### src/rtl/muon_pkg.sv
// muon_pkg: shared types and constants for the muon lifetime TDC.
//   tdc_state_t - measurement FSM states (IDLE / TIMING / HOLDOFF)
//   BCD_DIGITS  - number of BCD digits in every displayed count
//   BCD_MAX     - largest 4-digit BCD value (9999)
//   SHADOW_W    - width of the binary shadow of the running interval count
//   bcd_inc()   - ripple-carry increment of a 4-digit BCD word (9999 wraps to 0000)
package muon_pkg;

    localparam int          BCD_DIGITS = 4;
    localparam logic [15:0] BCD_MAX    = 16'h9999;
    localparam int          SHADOW_W   = 14;

    typedef enum logic [1:0] {
        IDLE    = 2'd0,
        TIMING  = 2'd1,
        HOLDOFF = 2'd2
    } tdc_state_t;

    function automatic logic [15:0] bcd_inc(input logic [15:0] v);
        logic [15:0] r;
        logic        carry;
        r     = v;
        carry = 1'b1;
        for (int i = 0; i < BCD_DIGITS; i++) begin
            if (carry) begin
                if (v[4*i +: 4] == 4'd9) begin
                    r[4*i +: 4] = 4'd0;
                end else begin
                    r[4*i +: 4] = v[4*i +: 4] + 4'd1;
                    carry       = 1'b0;
                end
            end
        end
        return r;
    endfunction

endpackage

### src/rtl/bcd_counter4.sv
// bcd_counter4: 4-digit BCD up-counter.
// Ports:
//   clk   - system clock
//   rst   - synchronous reset, active-high (value -> 0)
//   clr   - synchronous clear (value -> 0), wins over en
//   en    - increment by one this cycle
//   value - current count, BCD [15:12] thousands .. [3:0] units
// With SATURATE set, the counter holds at 9999 instead of wrapping.
import muon_pkg::*;

module bcd_counter4 #(
    parameter bit SATURATE = 1'b0
) (
    input  logic        clk,
    input  logic        rst,
    input  logic        clr,
    input  logic        en,
    output logic [15:0] value
);

    always_ff @(posedge clk) begin
        if (rst || clr) begin
            value <= '0;
        end else if (en) begin
            if (!(SATURATE && (value == BCD_MAX))) begin
                value <= bcd_inc(value);
            end
        end
    end

endmodule

### src/rtl/muon_tdc.sv
// muon_tdc: time-to-digital converter for the muon lifetime measurement.
// Measures the time from a start edge to the next stop edge and reports it
// as 4-digit BCD, together with a saturating BCD count of recorded decays.
// Ports:
//   clk          - 100 MHz system clock
//   rst          - synchronous reset, active-high
//   start_in     - asynchronous start pulse (rising edge significant)
//   stop_in      - asynchronous stop pulse (rising edge significant)
//   clear_counts - synchronous clear of digits_D and decay_count
//   digits_D     - last recorded interval, BCD
//   decay_count  - number of recorded decays, BCD, holds at 9999
//   meas_valid   - one-cycle pulse when digits_D is updated
//   timeout      - one-cycle pulse when the window expires without a stop
//   busy         - high while the FSM is in TIMING or HOLDOFF
//   state_dbg    - current FSM state, for observation only
// meas_valid and timeout are single-cycle event strobes with no back-pressure:
// a consumer must sample them on the cycle they are high, there is no ready.
import muon_pkg::*;

module muon_tdc #(
    parameter int TICK_DIV       = 1,
    parameter int WINDOW         = 2000,
    parameter int HOLDOFF_CYCLES = 100
) (
    input  logic        clk,
    input  logic        rst,
    input  logic        start_in,
    input  logic        stop_in,
    input  logic        clear_counts,
    output logic [15:0] digits_D,
    output logic [15:0] decay_count,
    output logic        meas_valid,
    output logic        timeout,
    output logic        busy,
    output tdc_state_t  state_dbg
);

    localparam int PRE_W = (TICK_DIV > 1) ? $clog2(TICK_DIV) : 1;
    localparam int HO_W  = (HOLDOFF_CYCLES > 1) ? $clog2(HOLDOFF_CYCLES) : 1;

    // [0] and [1] form the synchronizer, [2] is the edge history. All three
    // reset to 1 so an input already high when reset releases gives no edge.
    logic [2:0] start_sh;
    logic [2:0] stop_sh;
    logic       start_e;
    logic       stop_e;

    always_ff @(posedge clk) begin
        if (rst) begin
            start_sh <= 3'b111;
            stop_sh  <= 3'b111;
        end else begin
            start_sh <= {start_sh[1:0], start_in};
            stop_sh  <= {stop_sh[1:0], stop_in};
        end
    end

    assign start_e = start_sh[1] & ~start_sh[2];
    assign stop_e  = stop_sh[1] & ~stop_sh[2];

    tdc_state_t          state;
    tdc_state_t          state_nx;
    logic [PRE_W-1:0]    pre;
    logic [SHADOW_W-1:0] run_bin;
    logic [15:0]         run_bcd;
    logic [15:0]         elapsed_bcd;
    logic [HO_W-1:0]     ho_cnt;
    logic                wrap;
    logic                win_end;
    logic                ho_last;
    logic                run_clr;
    logic                run_en;
    logic                rec;
    logic                win_hit;

    assign wrap    = (pre == PRE_W'(TICK_DIV - 1));
    // The elapsed value includes this cycle's increment, so the window is
    // reached when the shadow is one below WINDOW and the prescaler wraps.
    assign win_end = wrap && (run_bin == SHADOW_W'(WINDOW - 1));
    assign ho_last = (ho_cnt == HO_W'(HOLDOFF_CYCLES - 1));

    always_ff @(posedge clk) begin
        if (rst) begin
            state <= IDLE;
        end else begin
            state <= state_nx;
        end
    end

    always_comb begin
        state_nx = state;
        run_clr  = 1'b0;
        run_en   = 1'b0;
        rec      = 1'b0;
        win_hit  = 1'b0;
        case (state)
            IDLE: begin
                if (start_e) begin
                    run_clr  = 1'b1;
                    state_nx = TIMING;
                end
            end
            TIMING: begin
                run_en = wrap;
                if (stop_e) begin
                    rec      = 1'b1;
                    state_nx = HOLDOFF;
                end else if (win_end) begin
                    win_hit  = 1'b1;
                    state_nx = IDLE;
                end
            end
            HOLDOFF: begin
                if (ho_last) begin
                    state_nx = IDLE;
                end
            end
            default: state_nx = IDLE;
        endcase
    end

    // Prescaler and binary shadow of the running interval count.
    always_ff @(posedge clk) begin
        if (rst || run_clr) begin
            pre     <= '0;
            run_bin <= '0;
        end else if (state == TIMING) begin
            pre <= wrap ? '0 : pre + PRE_W'(1);
            if (wrap) begin
                run_bin <= run_bin + SHADOW_W'(1);
            end
        end
    end

    always_ff @(posedge clk) begin
        if (rst || (state != HOLDOFF)) begin
            ho_cnt <= '0;
        end else begin
            ho_cnt <= ho_cnt + HO_W'(1);
        end
    end

    // Never passes WINDOW <= 9999, so the non-saturating counter cannot wrap.
    bcd_counter4 #(.SATURATE(1'b0)) u_run_count (
        .clk   (clk),
        .rst   (rst),
        .clr   (run_clr),
        .en    (run_en),
        .value (run_bcd)
    );

    bcd_counter4 #(.SATURATE(1'b1)) u_decay_count (
        .clk   (clk),
        .rst   (rst),
        .clr   (clear_counts),
        .en    (rec),
        .value (decay_count)
    );

    assign elapsed_bcd = wrap ? bcd_inc(run_bcd) : run_bcd;

    always_ff @(posedge clk) begin
        if (rst) begin
            digits_D   <= '0;
            meas_valid <= 1'b0;
            timeout    <= 1'b0;
            busy       <= 1'b0;
        end else begin
            // A clear arriving with a stop record wins; the strobe still fires.
            if (clear_counts) begin
                digits_D <= '0;
            end else if (rec) begin
                digits_D <= elapsed_bcd;
            end
            meas_valid <= rec;
            timeout    <= win_hit;
            busy       <= (state_nx != IDLE);
        end
    end

    assign state_dbg = state;

endmodule

### config.mk
export PLATFORM = sky130hd
export DESIGN_NAME = muon_tdc
export DESIGN_NICKNAME = d
export VERILOG_FILES = /design/src/rtl/muon_pkg.sv /design/src/rtl/bcd_counter4.sv /design/src/rtl/muon_tdc.sv
export SDC_FILE = /design/constraint.sdc
export NUM_CORES = 1
export LEC_CHECK = 0
export ABC_AREA = 1
export CORE_MARGIN = 2
export CORE_UTILIZATION = 58
export CTS_BUF_LIST = sky130_fd_sc_hd__clkbuf_8
export CTS_CLUSTER_SIZE = 40
export DETAILED_ROUTE_END_ITERATION = 8
export PLACE_DENSITY = 0.83
export SETUP_SLACK_MARGIN = 0.4
export SYNTH_ARGS = -nofsm -noshare
export SYNTH_HDL_FRONTEND = slang
export SYNTH_SLANG_ARGS = --single-unit
### constraint.sdc
create_clock -name clk -period 1.7 [get_ports clk]
set_input_delay 0.255 -clock clk [delete_from_list [all_inputs] [get_ports clk]]
set_output_delay 0.255 -clock clk [all_outputs]
set_load 0.03 [all_outputs]
==> flow_metrics.py <==
metrics = {
    "global_routing": {
        "antenna_found_initial": 0,
        "grt_first_pass_wirelength_um": 15200,
        "gr-usage-all-layers_pct": 26.0,
        "grt_start_max_net_pins": 22,
        "grt_overflow_total": 0,
        "grt_pass1_vias": 3599,
    },
    "routing": {
        "vias_per_cell": 5.84,
        "drt_first_pass_iters": 6,
        "drc": 0,
        "wl_um": 11900,
        "vias": 4243,
        "wl_per_cell_um": 16.4,
        "ant_nets": 0,
        "drt_iter0_drc": 382,
    },
    "synthesis": {
        "synth_area_leaders": "dfxtp_1, nand2_1, nor2_1",
        "post-synth-top-count-cell": "nand2_1",
        "synthDistinctLibCells": 33,
        "async_reset_ff_share_pct": 0,
        "ys_seq_elements": 80,
        "synth.net_count": 564,
        "netlist_top_cells_count": "nand2_1, dfxtp_1, nor2_1",
        "syn_inst": 557,
        "synth_top_area_cell": "dfxtp_1",
        "synth_area_per_cell_um2": 6.82,
        "synth_top_area_share_pct": 42.1,
        "netlist_area_um2": 3800,
        "ys.flop_type": "dfxtp_1",
        "ys_seq_area_share_pct": 42.1,
        "synth_edf_count": 0,
        "yosys_warnings": 0,
    },
    "worst_setup_path": {
        "crit_type": "reg -> reg",
        "worstReg2RegStart": "u_run_count.value[10]",
        "crit_path_start_kind": "flip-flop",
        "cp_top_family": "compound AO/OA/AOI/OAI gates",
        "endpoint_kind": "flip-flop",
        "path_buf_inv": 2,
        "worstPathArrival_ns": 1.67,
        "worstPathCellList": "inv_1 > nand2_1 > nand3_1 > o21ai_0 > nand2_1 > o21ai_0 > o21ai_1 > inv_1",
        "slowest_delay_ns": 0.34,
        "slowest_stage": "dfxtp_1",
        "crit_path_max_fanout": 3,
        "cp_data_required_time_ns": 1.96,
        "startpoint": "u_run_count.value[10]",
    },
    "clocking": {
        "cts_root_buf": "clkbuf_8",
        "ctsHtreeMaxLevel": 3,
        "cts_buffers": 9,
        "cts_tree": "built",
        "cts.clk_slew.worst_paths_ns": 0.08,
        "clock_path_buffers": 2,
        "clk_latency_ns": 0.36,
        "cts_hold_buf": 0,
        "cts_num_sinks": 80,
    },
    "timing": {
        "max_freq_mhz": 707,
        "final.min_clock_period_ns": 1.42,
        "fin_crit_sh_pct": 83.2,
        "rsz0062_at_grt": "true",
        "fin_hold_ws_ns": 0.416,
        "tns_ns": 0,
        "clock_skew_ns": 0.00901,
        "hold_violations": 0,
        "max_slew_margin_pct": 68.2,
        "drv_slew": 0,
        "tightest_slew_ns": 0.472,
        "setup_viol": 0,
    },
    "power": {
        "cellPowerDensity_nw_per_um2": 681,
        "ir_drop_mv": 0.585,
        "p_leak_nw": 1.98,
        "finalPower_w": 0.00361,
    },
    "run_status": {
        "status": "finished, final reports clean",
    },
    "finish": {
        "nets": 652,
        "drive_gt1_share_pct": 38.0,
        "diodes": 0,
        "finalNonFillerCells": 727,
        "syn_to_final_growth_pct": 39.3,
        "num-fill-cells": 354,
    },
    "die": {
        "die-area_um2": 7220,
        "initial_core_util_pct": 59.9,
        "num_rows": 29,
        "io_pins": 42,
        "fp.dieH_um": 85.0,
        "die_w_um": 85.0,
        "core-area_um2": 6350,
    },
    "placement": {
        "hpwlAfterDp_um": 5890,
        "gp_congestion": 0.897,
        "port_buffers": 41,
        "place_inst": 677,
    },
    "min_path": {
        "hold_class": "reg -> reg",
        "holdCritStartpoint": "start_sh[0]",
    },
    "flow_run": {
        "maxCapViolations": 0,
    },
}
==> cells by family (layout without fill, tap and decap cells) <==
group | Yosys count | count (layout) | share of synthesized area (%)
compound gates | 104 | 104 | 14.0
xor+xnor | 10 | 10 | 2.30
flops | 80 | 80 | 42.1
fa+ha+maj | 2 | 2 | 0.658
buf+inv | 82 | 175 | 8.76
simple gates | 279 | 279 | 32.2
==> flip-flops by register name, indices dropped and copies added, names as in the netlist <==
signal and flops:
digits_D 16, u_decay_count.value 16, u_run_count.value 16, run_bin 14, ho_cnt 7, start_sh 3, stop_sh 3, state_dbg 2
busy 1, meas_valid 1, timeout 1
==> timing repair <==
| item | in CTS | in global routing |
|---|---|---|
| pin swaps | 12 | 32 |
| setup buffers | 13 | 17 |
| setup endpoints to repair | 91 | 79 |
| gates resized for setup | 159 | 168 |
| gates cloned | 0 | 4 |
==> metal layers <==
layer  wire, µm  vias up  global-route usage [%]
li1           -     1972                       -
met1       4690     1959                    29.7
met2       5900      248                    45.8
met3        798       64                    4.18
met4        532        0                    14.4
met5          0        -                       0
==> power by group <==
group / switching (W) / internal [W]
Clock: 0.000696 / 0.000893
Combinational: 0.0000863 / 0.0000542
Sequential: 0.0000131 / 0.00186
Total: 0.000795 / 0.00281
==> worst paths after layout <==
path | to | slack [ns] | cells after the start
max | digits_D[9] | 0.28 | 8
min | start_sh[1] | 0.42 | 1
max reg2reg | digits_D[9] | 0.28 | 8
min reg2reg | start_sh[1] | 0.42 | 1
==> layout by cell type (no fill, tap or decap), types with 12 or more instances in the layout <==
cell,n
a21oi_1,48
inv_1,52
o21ai_0,23
nor2_1,59
dfxtp_4,15
buf_4,36
dfxtp_2,23
buf_2,17
nor2_4,14
nand2_1,107
nor2_2,16
o21ai_1,12
clkdlybuf4s15_2,16
inv_2,13
nand2_2,21
nand3_1,20
dfxtp_1,42
==> stage by stage <==
stage                     area, µm²  worst slack, ns  utilization [%]
final                          5290            0.285             83.4
after CTS                      4900            0.363             77.1
after global routing           5290            0.178             83.4
after floorplan                3850            0.410                -
after detailed placement       4400           0.0907             69.2
after global placement         4400            0.159             69.2
==> final cells by class <==
type | count | area, µm² | share of cell area, %
multi-input cells | 395 | 2240 | 42.2
flip-flops and latches | 80 | 1690 | 31.9
repair buffers | 85 | 734 | 13.9
inverters | 72 | 302 | 5.70
clock buffers | 11 | 151 | 2.86
well taps | 77 | 96.3 | 1.82
clock inverters | 5 | 71.3 | 1.35
repair inverters | 2 | 16.3 | 0.307
(Power assumes the default switching activity.)
==> RTL edit 1, RTL diff (same settings) <==
Set the parameter `SATURATE` to 1'b0 (it was 1'b1).
--- a/src/rtl/muon_tdc.sv
+++ b/src/rtl/muon_tdc.sv
@@ -149,7 +149,7 @@
         .value (run_bcd)
     );
 
-    bcd_counter4 #(.SATURATE(1'b1)) u_decay_count (
+    bcd_counter4 #(.SATURATE(1'b0)) u_decay_count (
         .clk   (clk),
         .rst   (rst),
         .clr   (clear_counts),
Behaviour: no difference found for any inputs over 10 cycles, from zero or initial values and one cycle with rst high; that may be too few to reach the edited logic, so the function may still have changed.
==> RTL edit 1 against the unedited design <==
Sequential share of layout area increased by 0.74 points; wire length decreased by 17%; count of clock-buffer cells in the layout decreased by 2; worst setup slack improved by 87 ps; cell area decreased by 5.0%; sequential cell count unchanged; area after synthesis about the same; synthesized cell count decreased by 6.8%; total power decreased by 5.3%; critical endpoint is now run_bin[13].
==> RTL edit 1: results (changes against the unedited design) <==
** Pwr
- VDD IR max :: 680 uV (+16%)
- The cell-internal power is 2610 uW (-7.2%).
- Leakage Power :: 0.00200 uW (+1.1%)

** Layout
- Share of post-route cells with drive strength above 1 :: 33.4% (-4.6 points)
- Count of nets after finishing :: 603 (-7.5%)

** Logic synthesis
- Fraction of the yosys area taken by sequential cells :: 42.2% (about the same)
- By area the synthesized netlist is led by sky130_fd_sc_hd__dfxtp_1, sky130_fd_sc_hd__nand2_1, sky130_fd_sc_hd__nor2_1.
- Count of cell types in the netlist :: 38 (+15%)
- Top cell types by occurrence after synthesis :: sky130_fd_sc_hd__nand2_1, sky130_fd_sc_hd__dfxtp_1, sky130_fd_sc_hd__nor2_1
- Syn Inst Count :: 519 (-6.8%)
- Syn Nets :: 526 (-6.7%)

** Global routing
- The number of global-route vias before repair was 3170 (-12%).
- Met1 routing resource usage after global routing :: 30.9% (+1.1 points)
- The met2 global-route usage was 39.7% (-6.1 points).
- The wire length of the first global-routing pass came to 14.1 mm (-7.2%).
- Maximum number of pins on one net before global-route repair :: 24 (+9.1%)
- The all-layer global routing usage is 24.2% (-1.8 points).

** Timing
- The headroom to the max-slew limit was 66.8% (-1.4 points).
- Skew final :: 6.23 ps (-2.77 ps)

** Routing
- The number of detailed-route iterations in the first pass was 5 (-1).
- Number of vias in the routed layout :: 3761 (-11%)
- The amount of wire on met3 after detailed routing was 434 um (-46%).
- The detailed-route wire length on metal 1 is 4.11 mm (-12%).
- The average vias per placed instance is 5.55 (-5.0%).
- Detailed router's first-iteration violation count :: 328 (-14%)
- Met2 Wirelength :: 5.11 mm (-13%)

** Setup path
- The maximum net fanout on the critical path came to 6 (+3).
- Data arrival time at the worst-slack endpoint :: 1630 ps (-40 ps)
- CP delay by family, top :: simple AND/OR/NAND/NOR gates
- The critical path's largest stage delay was 390 ps (+50 ps).
- Slowest-stage cell, CP :: sky130_fd_sc_hd__dfxtp_4

** CTS
- Clock latency on the worst-skew pair :: 360 ps (about the same)
- The buffer levels on the longest clock path is 2 (unchanged).
- The quantity of gates resized following cts was 154 (-3.1%).
- Post-CTS setup buffer count :: 6 (-7)

** Worst hold path
- Tightest Hold Check Type :: input pin to register
- In this run the most critical hold path is launched from rst.

** Placement
- The routability-driven placement congestion ratio is 0.890 (-0.73%).
- The detailed placer's ending HPWL is 5.81 mm (-1.4%).

** Status
- Status :: complete, no violations
-- RTL edit 1: changes by cell type after synthesis, moves of 10 or more --
| cell | before | now |
|---|---|---|
| sky130_fd_sc_hd__a21oi_1 | 55 | 41 |
| sky130_fd_sc_hd__nand2_1 | 130 | 93 |
| sky130_fd_sc_hd__o21ai_0 | 43 | 29 |
| sky130_fd_sc_hd__inv_1 | 66 | 56 |
-- RTL edit 1: cell type report --
class / instances / area (um^2)
clock buffer: 9 / 124
clock inverter: 7 / 62.6
fill: 427 / 1320
inverter: 69 / 282
multi-input combinational: 360 / 2140
sequential: 80 / 1640
tap: 77 / 96.3
timing repair buffer: 76 / 684
-- RTL edit 1: cells by family after synthesis --
family,count (synthesis),share of synthesized area (%)
xor gates and xnor gates,15,3.46
DFF,80,42.2
AOI/OAI and AO/OA,88,12.2
buffers and inverters,81,8.76
and+or+nand+nor,253,32.7
adders and majority gates,2,0.659
-- RTL edit 1: metrics by stage --
stage	instance area, um^2	total power (uW)
final	5030	3420
after global routing	5030	3540
after CTS	4670	3390
after detailed placement	4340	2060
after global placement	4340	2050
after floorplan	3820	2020
-- RTL edit 1: power groups by stage --
stage / Sequential, uW / Combinational [uW] / Clock (uW)
floorplan: 1940 / 76.1 / 0
global placement: 1940 / 117 / 0
detailed placement: 1940 / 121 / 0
CTS: 1890 / 130 / 1370
global route: 1890 / 169 / 1470
finish: 1890 / 156 / 1370
-- RTL edit 1: path summary, 6_finish.rpt --
check                                    end  slack, ps  depth (start not counted)
worst max register to register   run_bin[13]        370                          7
worst max-delay path             run_bin[13]        370                          7
worst min register to register   start_sh[1]        410                          1
worst min-delay path            state_dbg[1]        300                          2
==> RTL edit 2, RTL diff (config.mk and constraints unchanged) <==
Without the edit above. Add an input register stage for `start_in`, `stop_in` and `clear_counts`; this delays them by one clock.
--- a/src/rtl/muon_tdc.sv
+++ b/src/rtl/muon_tdc.sv
@@ -38,6 +38,16 @@
     localparam int PRE_W = (TICK_DIV > 1) ? $clog2(TICK_DIV) : 1;
     localparam int HO_W  = (HOLDOFF_CYCLES > 1) ? $clog2(HOLDOFF_CYCLES) : 1;
 
+    logic start_q;
+    logic stop_q;
+    logic clear_counts_q;
+
+    always_ff @(posedge clk) begin
+        start_q        <= start_in;
+        stop_q         <= stop_in;
+        clear_counts_q <= clear_counts;
+    end
+
     // [0] and [1] form the synchronizer, [2] is the edge history. All three
     // reset to 1 so an input already high when reset releases gives no edge.
     logic [2:0] start_sh;
@@ -50,8 +60,8 @@
             start_sh <= 3'b111;
             stop_sh  <= 3'b111;
         end else begin
-            start_sh <= {start_sh[1:0], start_in};
-            stop_sh  <= {stop_sh[1:0], stop_in};
+            start_sh <= {start_sh[1:0], start_q};
+            stop_sh  <= {stop_sh[1:0], stop_q};
         end
     end
 
@@ -152,7 +162,7 @@
     bcd_counter4 #(.SATURATE(1'b1)) u_decay_count (
         .clk   (clk),
         .rst   (rst),
-        .clr   (clear_counts),
+        .clr   (clear_counts_q),
         .en    (rec),
         .value (decay_count)
     );
@@ -167,7 +177,7 @@
             busy       <= 1'b0;
         end else begin
             // A clear arriving with a stop record wins; the strobe still fires.
-            if (clear_counts) begin
+            if (clear_counts_q) begin
                 digits_D <= '0;
             end else if (rec) begin
                 digits_D <= elapsed_bcd;
Check against the original RTL: not equivalent (a bounded check fails within 10 cycles, from zero or initial values and one cycle with rst high).
==> RTL edit 2 against the unedited design <==
Cell area grew 0.97%; worst setup slack worse by 86 ps; area after synthesis rose by 1.6%; total power is 5.2% lower; count of clock-buffer cells in the layout fell by 2; die area up 1.5%; sequential power rose by 4%; sequential cell count increased by 3; wire length is 3.0% higher; critical path depth unchanged.
==> RTL edit 2: results (changes against the unedited design) <==
** Setup path
- The minimum setup slack among reg-to-reg paths is 200 ps (-90 ps).
- R2r startpoint :: state_dbg[0]
- The endpoint identified for the worst register-to-register timing path is run_bin[5].

** Layout
- Fraction of cell area in non-clock buffers :: 14.9% (+1.0 points)
- The register share of the cell area came to 32.6% (+0.75 points).
- Non-clock inverter count :: 73 (-1.4%)
- Post-synthesis to final-layout area growth :: 38.4%
- Count of plain and timing-repair buffers :: 94 (+11%)
- The number of clock-tree buffers in the layout is 9 (-2).

** Placement
- Sum of net half-perimeters after detailed placement :: 5.86 mm (-0.54%)
- Total cell area at the placement stage :: 0.00445 mm^2 (+1.2%)

** Routing
- The average vias per placed instance came to 5.87 (+0.58%).

** Logic synthesis
- The synthesized netlist net count came to 567 (+0.53%).
- The share of synthesized area occupied by flip-flops and latches came to 43.0% (+0.90 points).
- Post-synthesis share of cell area spent on full adders, half adders and majority gates :: 0.648% (-0.010 points)
- Top area cells in the synthesized netlist :: sky130_fd_sc_hd__dfxtp_1, sky130_fd_sc_hd__nand2_1, sky130_fd_sc_hd__nor2_1
- Flip-flop and latch count after synthesis :: 83 (+3.8%)
- In the synthesized netlist, the cells that appear most often are sky130_fd_sc_hd__nand2_1, sky130_fd_sc_hd__dfxtp_1, sky130_fd_sc_hd__nor2_1.

** Timing
- Worst slew margin :: 78.4% (+10 points)

** Worst hold path
- Source of the worst hold timing path :: rst
- The min-delay analysis places its worst path in the category input pin to register.

** Global routing
- The all-layer global routing usage is 26.4% (+0.41 points).
- The wire length of the first global-routing pass was 15.6 mm (+2.4%).

** Status
- The run finished with clean final reports.

** Pwr
- The largest vdd supply drop was 637 uV (+8.9%).
RTL edit 2: changes by cell type after synthesis:
cell | unedited run | this run
sky130_fd_sc_hd__dfxtp_1 | 80 | 83
RTL edit 2: metal layers:
layer	share of wire [%]	vias up	GRT usage [%]	wire length, um
met5	0	-	0	0
met4	5.6	0	13.3	692
met3	7.2	67	5.20	889
met2	50	245	45.7	6100
met1	37	2024	31.0	4580
li1	-	1996	-	-
RTL edit 2: through the flow:
stage / instances / hold WS, ps / worst slack (ps)
final: 738 / 303 / 199
after global routing: 738 / 337 / 133
after CTS: 716 / 338 / 341
after detailed placement: 679 / 394 / 39.3
after global placement: 679 / 393 / 95.9
after floorplan: 560 / 283 / 410
RTL edit 2: timing repair:
action / 4_1_cts / 5_1_grt
buffers inserted: 20 / 21
resized for setup: 175 / 145
gates cloned: 1 / 1
setup endpoints to repair: 86 / 79
pin swaps: 16 / 42
RTL edit 2: report_power, final:
group	switching, uW	internal [uW]
Clock	777	541
Sequential	16.6	1940
Combinational	89.3	56.0
Total	883	2530
